===== config.mk =====
export PLATFORM = sky130hd
export DESIGN_NAME = max7219_sched
export DESIGN_NICKNAME = d
export VERILOG_FILES = /design/src/rtl/max7219_pkg.sv /design/src/rtl/max7219_init_rom.sv /design/src/rtl/max7219_sched.sv
export SDC_FILE = /design/constraint.sdc
export NUM_CORES = 1
export LEC_CHECK = 0
export BUFFER_PORTS_ARGS = -buffer_cell sky130_fd_sc_hd__buf_2
export CAP_MARGIN = 40
export CORE_MARGIN = 3
export CORE_UTILIZATION = 45
export DETAILED_ROUTE_END_ITERATION = 10
export PLACE_DENSITY = 0.68
export SYNTH_ARGS = -nofsm -noshare
export SYNTH_HDL_FRONTEND = slang
export SYNTH_HIERARCHICAL = 1
export SYNTH_SLANG_ARGS = --single-unit

===== constraint.sdc =====
create_clock -name clk -period 2.4 [get_ports clk]
set_input_delay 0.36 -clock clk [delete_from_list [all_inputs] [get_ports clk]]
set_output_delay 0.36 -clock clk [all_outputs]
set_load 0.01 [all_outputs]

===== src/rtl/max7219_pkg.sv =====
// max7219_pkg: shared register addresses, FSM state encoding and a small
// index-search helper for the MAX7219 command scheduler.
package max7219_pkg;

    localparam logic [3:0] ADDR_DIGIT0    = 4'h1;
    localparam logic [3:0] ADDR_DECODE    = 4'h9;
    localparam logic [3:0] ADDR_INTENSITY = 4'hA;
    localparam logic [3:0] ADDR_SCANLIM   = 4'hB;
    localparam logic [3:0] ADDR_SHUTDOWN  = 4'hC;
    localparam logic [3:0] ADDR_DISPTEST  = 4'hF;

    localparam logic [3:0] INIT_LAST      = 4'd5;
    localparam logic [3:0] INIT_IDX_INT   = 4'd4;
    // Digit index value meaning "no digit left to send".
    localparam logic [3:0] IDX_NONE       = 4'd8;

    typedef enum logic [1:0] {
        ST_INIT    = 2'd0,
        ST_REFRESH = 2'd1,
        ST_INTENS  = 2'd2,
        ST_IDLE    = 2'd3
    } state_t;

    // Lowest set bit of mask at or above 'from'; IDX_NONE if there is none.
    function automatic logic [3:0] next_set(input logic [7:0] mask, input logic [3:0] from);
        logic [3:0] r;
        r = IDX_NONE;
        for (int i = 7; i >= 0; i--) begin
            if ((4'(i) >= from) && mask[i]) r = 4'(i);
        end
        return r;
    endfunction

endpackage


===== src/rtl/max7219_init_rom.sv =====
// max7219_init_rom: combinational map from init step (0..5) to the command
// word sent to the MAX7219 during power-up configuration.
module max7219_init_rom
    import max7219_pkg::*;
#(
    parameter int SCAN_LIMIT = 7
) (
    input  logic [2:0]  idx_i,
    input  logic [3:0]  intensity_i,
    output logic [15:0] word_o
);

    // Shutdown, test off, full code-B decode, scan limit, brightness, run.
    always_comb begin
        word_o = 16'h0000;
        case (idx_i)
            3'd0: word_o = {4'h0, ADDR_SHUTDOWN,  8'h00};
            3'd1: word_o = {4'h0, ADDR_DISPTEST,  8'h00};
            3'd2: word_o = {4'h0, ADDR_DECODE,    8'hFF};
            3'd3: word_o = {4'h0, ADDR_SCANLIM,   8'(SCAN_LIMIT)};
            3'd4: word_o = {4'h0, ADDR_INTENSITY, 4'h0, intensity_i};
            3'd5: word_o = {4'h0, ADDR_SHUTDOWN,  8'h01};
            default: word_o = 16'h0000;
        endcase
    end

endmodule


===== src/rtl/max7219_sched.sv =====
// max7219_sched: sequences MAX7219 command words (init, digit refresh,
// brightness updates) into a valid/ready SPI serializer interface.
// Optional build macro MAX7219_DIRTY_SKIP_EN: keep a shadow of the last
// value sent per digit and skip digits that did not change.
//
// state   | meaning
// INIT    | sending the six power-up configuration words
// REFRESH | sending digit words from the snapshot taken on entry
// INTENS  | sending a brightness update
// IDLE    | nothing to send; waits for intensity change or refresh request
module max7219_sched
    import max7219_pkg::*;
#(
    parameter int NUM_DIGITS = 8,
    parameter int SCAN_LIMIT = 7
) (
    input  logic        clk,
    input  logic        rst,
    input  logic [31:0] digits_in,
    input  logic [7:0]  dp_in,
    input  logic        upd_req,
    input  logic [3:0]  intensity,
    output logic [15:0] tx_data,
    output logic        tx_valid,
    input  logic        tx_ready,
    output logic        busy,
    output logic        init_done
);

    localparam logic [7:0] DIGIT_MASK = 8'((1 << NUM_DIGITS) - 1);

    state_t      state_q, state_d;
    logic [3:0]  idx_q, idx_d;
    logic        pend_q, pend_d;
    logic        init_done_q, init_done_d;
    logic [3:0]  last_int_q, last_int_d;
    logic [3:0]  int_word_q, int_word_d;
    logic [31:0] snap_dig_q, snap_dig_d;
    logic [7:0]  snap_dp_q, snap_dp_d;
    logic [15:0] rom_word, word;
    logic        valid, xfer, enter_ref;
    logic [7:0]  mask_snap, mask_in;
    logic [3:0]  nxt_idx;

    max7219_init_rom #(.SCAN_LIMIT(SCAN_LIMIT)) u_rom (
        .idx_i       (idx_q[2:0]),
        .intensity_i (int_word_q),
        .word_o      (rom_word)
    );

`ifdef MAX7219_DIRTY_SKIP_EN
    logic [39:0] shadow_q, shadow_d;
    logic [7:0]  shv_q, shv_d;

    // Digits needing a send: never sent since init, or value differs from shadow.
    always_comb begin
        mask_snap = 8'h00;
        mask_in   = 8'h00;
        for (int i = 0; i < 8; i++) begin
            mask_snap[i] = DIGIT_MASK[i] &
                (!shv_q[i] || (shadow_q[i*5 +: 5] != {snap_dp_q[i], snap_dig_q[i*4 +: 4]}));
            mask_in[i]   = DIGIT_MASK[i] &
                (!shv_q[i] || (shadow_q[i*5 +: 5] != {dp_in[i], digits_in[i*4 +: 4]}));
        end
    end
`else
    // Every configured digit is sent on each refresh.
    always_comb begin
        mask_snap = DIGIT_MASK;
        mask_in   = DIGIT_MASK;
    end
`endif

    assign xfer    = valid && tx_ready && !rst;
    assign nxt_idx = next_set(mask_snap, idx_q + 4'd1);

    // Next-state, word selection and bookkeeping.
    always_comb begin
        state_d     = state_q;
        idx_d       = idx_q;
        pend_d      = pend_q | upd_req;
        init_done_d = init_done_q;
        last_int_d  = last_int_q;
        int_word_d  = int_word_q;
        snap_dig_d  = snap_dig_q;
        snap_dp_d   = snap_dp_q;
        word        = 16'h0000;
        valid       = 1'b0;
        enter_ref   = 1'b0;
`ifdef MAX7219_DIRTY_SKIP_EN
        shadow_d    = shadow_q;
        shv_d       = shv_q;
`endif
        case (state_q)
            ST_INIT: begin
                valid = 1'b1;
                word  = rom_word;
                if (xfer) begin
                    if (idx_q == INIT_IDX_INT) last_int_d = int_word_q;
                    if (idx_q == INIT_LAST) begin
                        init_done_d = 1'b1;
                        enter_ref   = 1'b1;
                    end else begin
                        idx_d = idx_q + 4'd1;
                    end
                end
            end
            ST_REFRESH: begin
                if (idx_q == IDX_NONE) begin
                    state_d = ST_IDLE;
                end else begin
                    valid = 1'b1;
                    word  = {4'h0, idx_q + ADDR_DIGIT0, snap_dp_q[idx_q[2:0]], 3'b000,
                             snap_dig_q[{idx_q[2:0], 2'b00} +: 4]};
                    if (xfer) begin
`ifdef MAX7219_DIRTY_SKIP_EN
                        shadow_d[idx_q[2:0]*5 +: 5] = word[7:0] == 8'h00 ? 5'h00 :
                                                      {word[7], word[3:0]};
                        shv_d[idx_q[2:0]]           = 1'b1;
`endif
                        idx_d = nxt_idx;
                        if (nxt_idx == IDX_NONE) state_d = ST_IDLE;
                    end
                end
            end
            ST_INTENS: begin
                valid = 1'b1;
                word  = {4'h0, ADDR_INTENSITY, 4'h0, int_word_q};
                if (xfer) begin
                    last_int_d = int_word_q;
                    state_d    = ST_IDLE;
                end
            end
            default: begin
                if (intensity != last_int_q) state_d = ST_INTENS;
                else if (pend_q)             enter_ref = 1'b1;
            end
        endcase

        if (enter_ref) begin
            state_d    = ST_REFRESH;
            snap_dig_d = digits_in;
            snap_dp_d  = dp_in;
            idx_d      = next_set(mask_in, 4'd0);
            pend_d     = upd_req;
        end

        // Track the live brightness except while it is on the bus, so the word holds.
        if (!(((state_q == ST_INIT) && (idx_q == INIT_IDX_INT)) || (state_q == ST_INTENS)))
            int_word_d = intensity;
    end

    // State and datapath registers with synchronous reset.
    always_ff @(posedge clk) begin
        if (rst) begin
            state_q     <= ST_INIT;
            idx_q       <= 4'd0;
            pend_q      <= 1'b0;
            init_done_q <= 1'b0;
            last_int_q  <= 4'h0;
            int_word_q  <= 4'h0;
            snap_dig_q  <= 32'h0;
            snap_dp_q   <= 8'h0;
`ifdef MAX7219_DIRTY_SKIP_EN
            shadow_q    <= 40'h0;
            shv_q       <= 8'h00;
`endif
        end else begin
            state_q     <= state_d;
            idx_q       <= idx_d;
            pend_q      <= pend_d;
            init_done_q <= init_done_d;
            last_int_q  <= last_int_d;
            int_word_q  <= int_word_d;
            snap_dig_q  <= snap_dig_d;
            snap_dp_q   <= snap_dp_d;
`ifdef MAX7219_DIRTY_SKIP_EN
            shadow_q    <= shadow_d;
            shv_q       <= shv_d;
`endif
        end
    end

    assign tx_valid  = valid && !rst;
    assign tx_data   = rst ? 16'h0000 : word;
    assign init_done = init_done_q && !rst;
    assign busy      = !rst && ((state_q != ST_IDLE) || pend_q || (intensity != last_int_q));

endmodule


==> reports/qor.csv <==
metric,value,unit
outcome,finished with violations,
violations,negative setup slack,
critPathLaunchType,register,
timing.critical_path.buf_inv,2,
synthDistinctLibCells,44,
cts-hold-fix-buffers,0,
finalCriticalPeriod,2.52,ns
die-area,7810,sq um
nNetsFinal,476,
num-fill-cells,657,
fin_setup_tns,-0.357,ns
gp_routability_congestion,0.884,
grt_pass1_vias,2555,
grt_antenna_before_repair,0,
globalRoute.totalOverflow,0,
route.detailed.drc,0,
layout.cells.non_filler,497,
grt_start_max_net_pins,59,
top_ports,67,
timing.critical_path.max_delay_family,multiplexers,
hpwl_after_dpl,5.26,mm
setup.worst_path.class,register to primary output,
async_sr_flop_fraction,0,%
worst_hold_slack,0.255,ns
worst-slew-pin-transition,0.613,ns
die_h,88.4,um
hold_path.class,input pin to register,
firstDrtPassIters,4,
total_core_area,6460,sq um
numClockSinks,56,
clk_transition_reported_paths,0.11,ns
timing.critical_path.arrival,2.16,ns
cts-root-to-sink-buffers,2,
cp.required,2.04,ns
drt_wl_total,7.41,mm
placement.io_buffers,62,
antenna_cells_inserted,0,
postSynthCellCount,359,
multi_input_area,1750,sq um
end_kind,primary output,
route.antenna.remaining_nets,0,
leakagePower,1.48,nW
clock_insertion_delay_worst_skew,0.31,ns
cts-htree-levels,2,
netlist_area,3050,sq um
timing.clock.skew,0.0119,ns
timing.final.max_slew_violations,0,
placement.cell_area,3420,sq um
number_of_buffers_added_by_the_clock_tree_synthesis_step,5,
power_per_cell_area,572,nW/um^2
crit_slowest_cell,mux4_2,
finish.utilization,56.0,%
yosysWarnings,6,
final_layout_size_suffix_gt1_share,28.3,%
grt_setup_unrepaired,yes,
synth-edff-count,0,
dieWidth,88.4,um
placement_rows,29,
worst_ir_drop_vdd,0.271,mV
wire_length_per_cell_after_detailed_routing,14.9,um
grt_first_pass_wirelength,11.9,mm
routed_via_density,5.36,
cp_slowest_stage_delay,0.49,ns
cts_tree,yes,
worst-path-max-fanout,6,
initial_drc_count,168,
initial_utilization,47.3,%
dominantRegCellSynth,dfxtp_1,
dpl.cell_count,481,
avgSynthCellArea,8.50,sq um
grt_usage,19.6,%
drv.max_cap_violation_count,0,
ys_seq_elements,56,
worst_slack_setup_final,-0.118,ns
via_count,2663,
finalHoldViolCount,0,
final_area,3620,sq um
max_clock_freq,397,MHz
cts-root-buf,clkbuf_8,
area_growth_syn_to_layout,18.6,%
cells_traversed_along_the_worst_timing_path,buf_12 > mux4_2 > mux2_4 > a222oi_1 > nor2_1 > buf_2,
relSlewSlack,59.1,%
min_period_over_period,105,%
layout.area.seq,1130,sq um
seq_area_frac_synth,36.7,%
timing.final.setup_violations,5,
-- cell type report --
| type | instances | share of cell area [%] |
|---|---|---|
| multi-input cells | 265 | 48.3 |
| flip-flops and latches | 56 | 31.2 |
| repair buffers | 84 | 14.7 |
| well taps | 77 | 2.66 |
| clock buffers | 6 | 2.00 |
| inverters | 7 | 0.726 |
| clock inverters | 2 | 0.380 |
-- flip-flops by register name, indices dropped and copies added, names as in the netlist --
name	cells
snap_dig_q	32
snap_dp_q	8
idx_q	4
int_word_q	4
last_int_q	4
state_q	2
init_done_q	1
pend_q	1
-- per-layer routing --
metal / up-vias / track usage [%] / routed length (um)
met5: - / 0 / 0
met4: 0 / 5.49 / 85
met3: 6 / 4.10 / 400
met2: 85 / 33.9 / 3780
met1: 1244 / 24.6 / 3150
li1: 1328 / - / -
-- report_power, final --
| group | internal, mW | leakage [nW] | switching (mW) |
|---|---|---|---|
| clock | 0.209 | 0.0456 | 0.316 |
| sequential | 0.953 | 0.455 | 0.0312 |
| combinational | 0.265 | 0.984 | 0.295 |
| total | 1.43 | 1.48 | 0.642 |
-- per-stage QoR --
step / power [mW] / setup WS (ns)
after floorplan: 1.34 / 0.133
after detailed placement: 1.49 / 0.103
after global routing: 2.18 / -0.215
final: 2.07 / -0.118
after CTS: 2.04 / -0.0831
after global placement: 1.48 / 0.140
-- worst register-to-register path: stages, from the launching register on --
cell	delay, ns
dfxtp_1	0.37
ha_1	0.28
or3b_1	0.42
nor2_1	0.29
a31o_1	0.23
buf_4	0.23
nand2_1	0.08
a21oi_1	0.14
-- layout by cell type (no fill, tap or decap), drive strengths merged, types with 8 or more instances in the layout --
cell type and n:
mux4 10, inv 8, a21oi 48, dfxtp 56, and2 8, ha 9
nand2 86, mux2i 10, buf 84, nor2 25
-- cells by family after synthesis --
logic type,count (synthesis),synth area share [%]
XOR/XNOR,6,1.72
multiplexers,25,13.5
adder cells (fa/ha/maj),9,3.69
AO/OA/AOI/OAI,73,14.1
other,1,0.123
buffers and inverters,41,8.20
AND/OR/NAND/NOR,148,21.9
flip-flops,56,36.7
-- Yosys cell counts, drive strengths merged (6+ instances only) --
master	count	area (sq um)
a21oi	48	240
and2	8	50.1
buf	18	164
clkbuf	16	60.1
dfxtp	56	1120
ha	9	113
inv	7	26.3
mux2i	10	100
mux4	10	255
nand2	86	323
nand2b	6	37.5
nor2	25	93.8
-- repair_timing --
item / 4_1_cts / 5_1_grt
setup endpoints to repair: 9 / 9
setup buffers: 4 / 4
pin swaps: 5 / 6
gates resized for setup: 14 / 14
-- worst paths after layout --
check	slack, ns	cells after the start	to	startpoint
worst max-delay path	-0.12	6	tx_data[3]	idx_q[0]
worst min-delay path	0.26	3	pend_q	upd_req
worst max register to register	0.28	7	snap_dig_q[7]	state_q[0]
worst min register to register	0.46	2	snap_dig_q[11]	snap_dig_q[11]
Power figures use the tool's default switching activity.
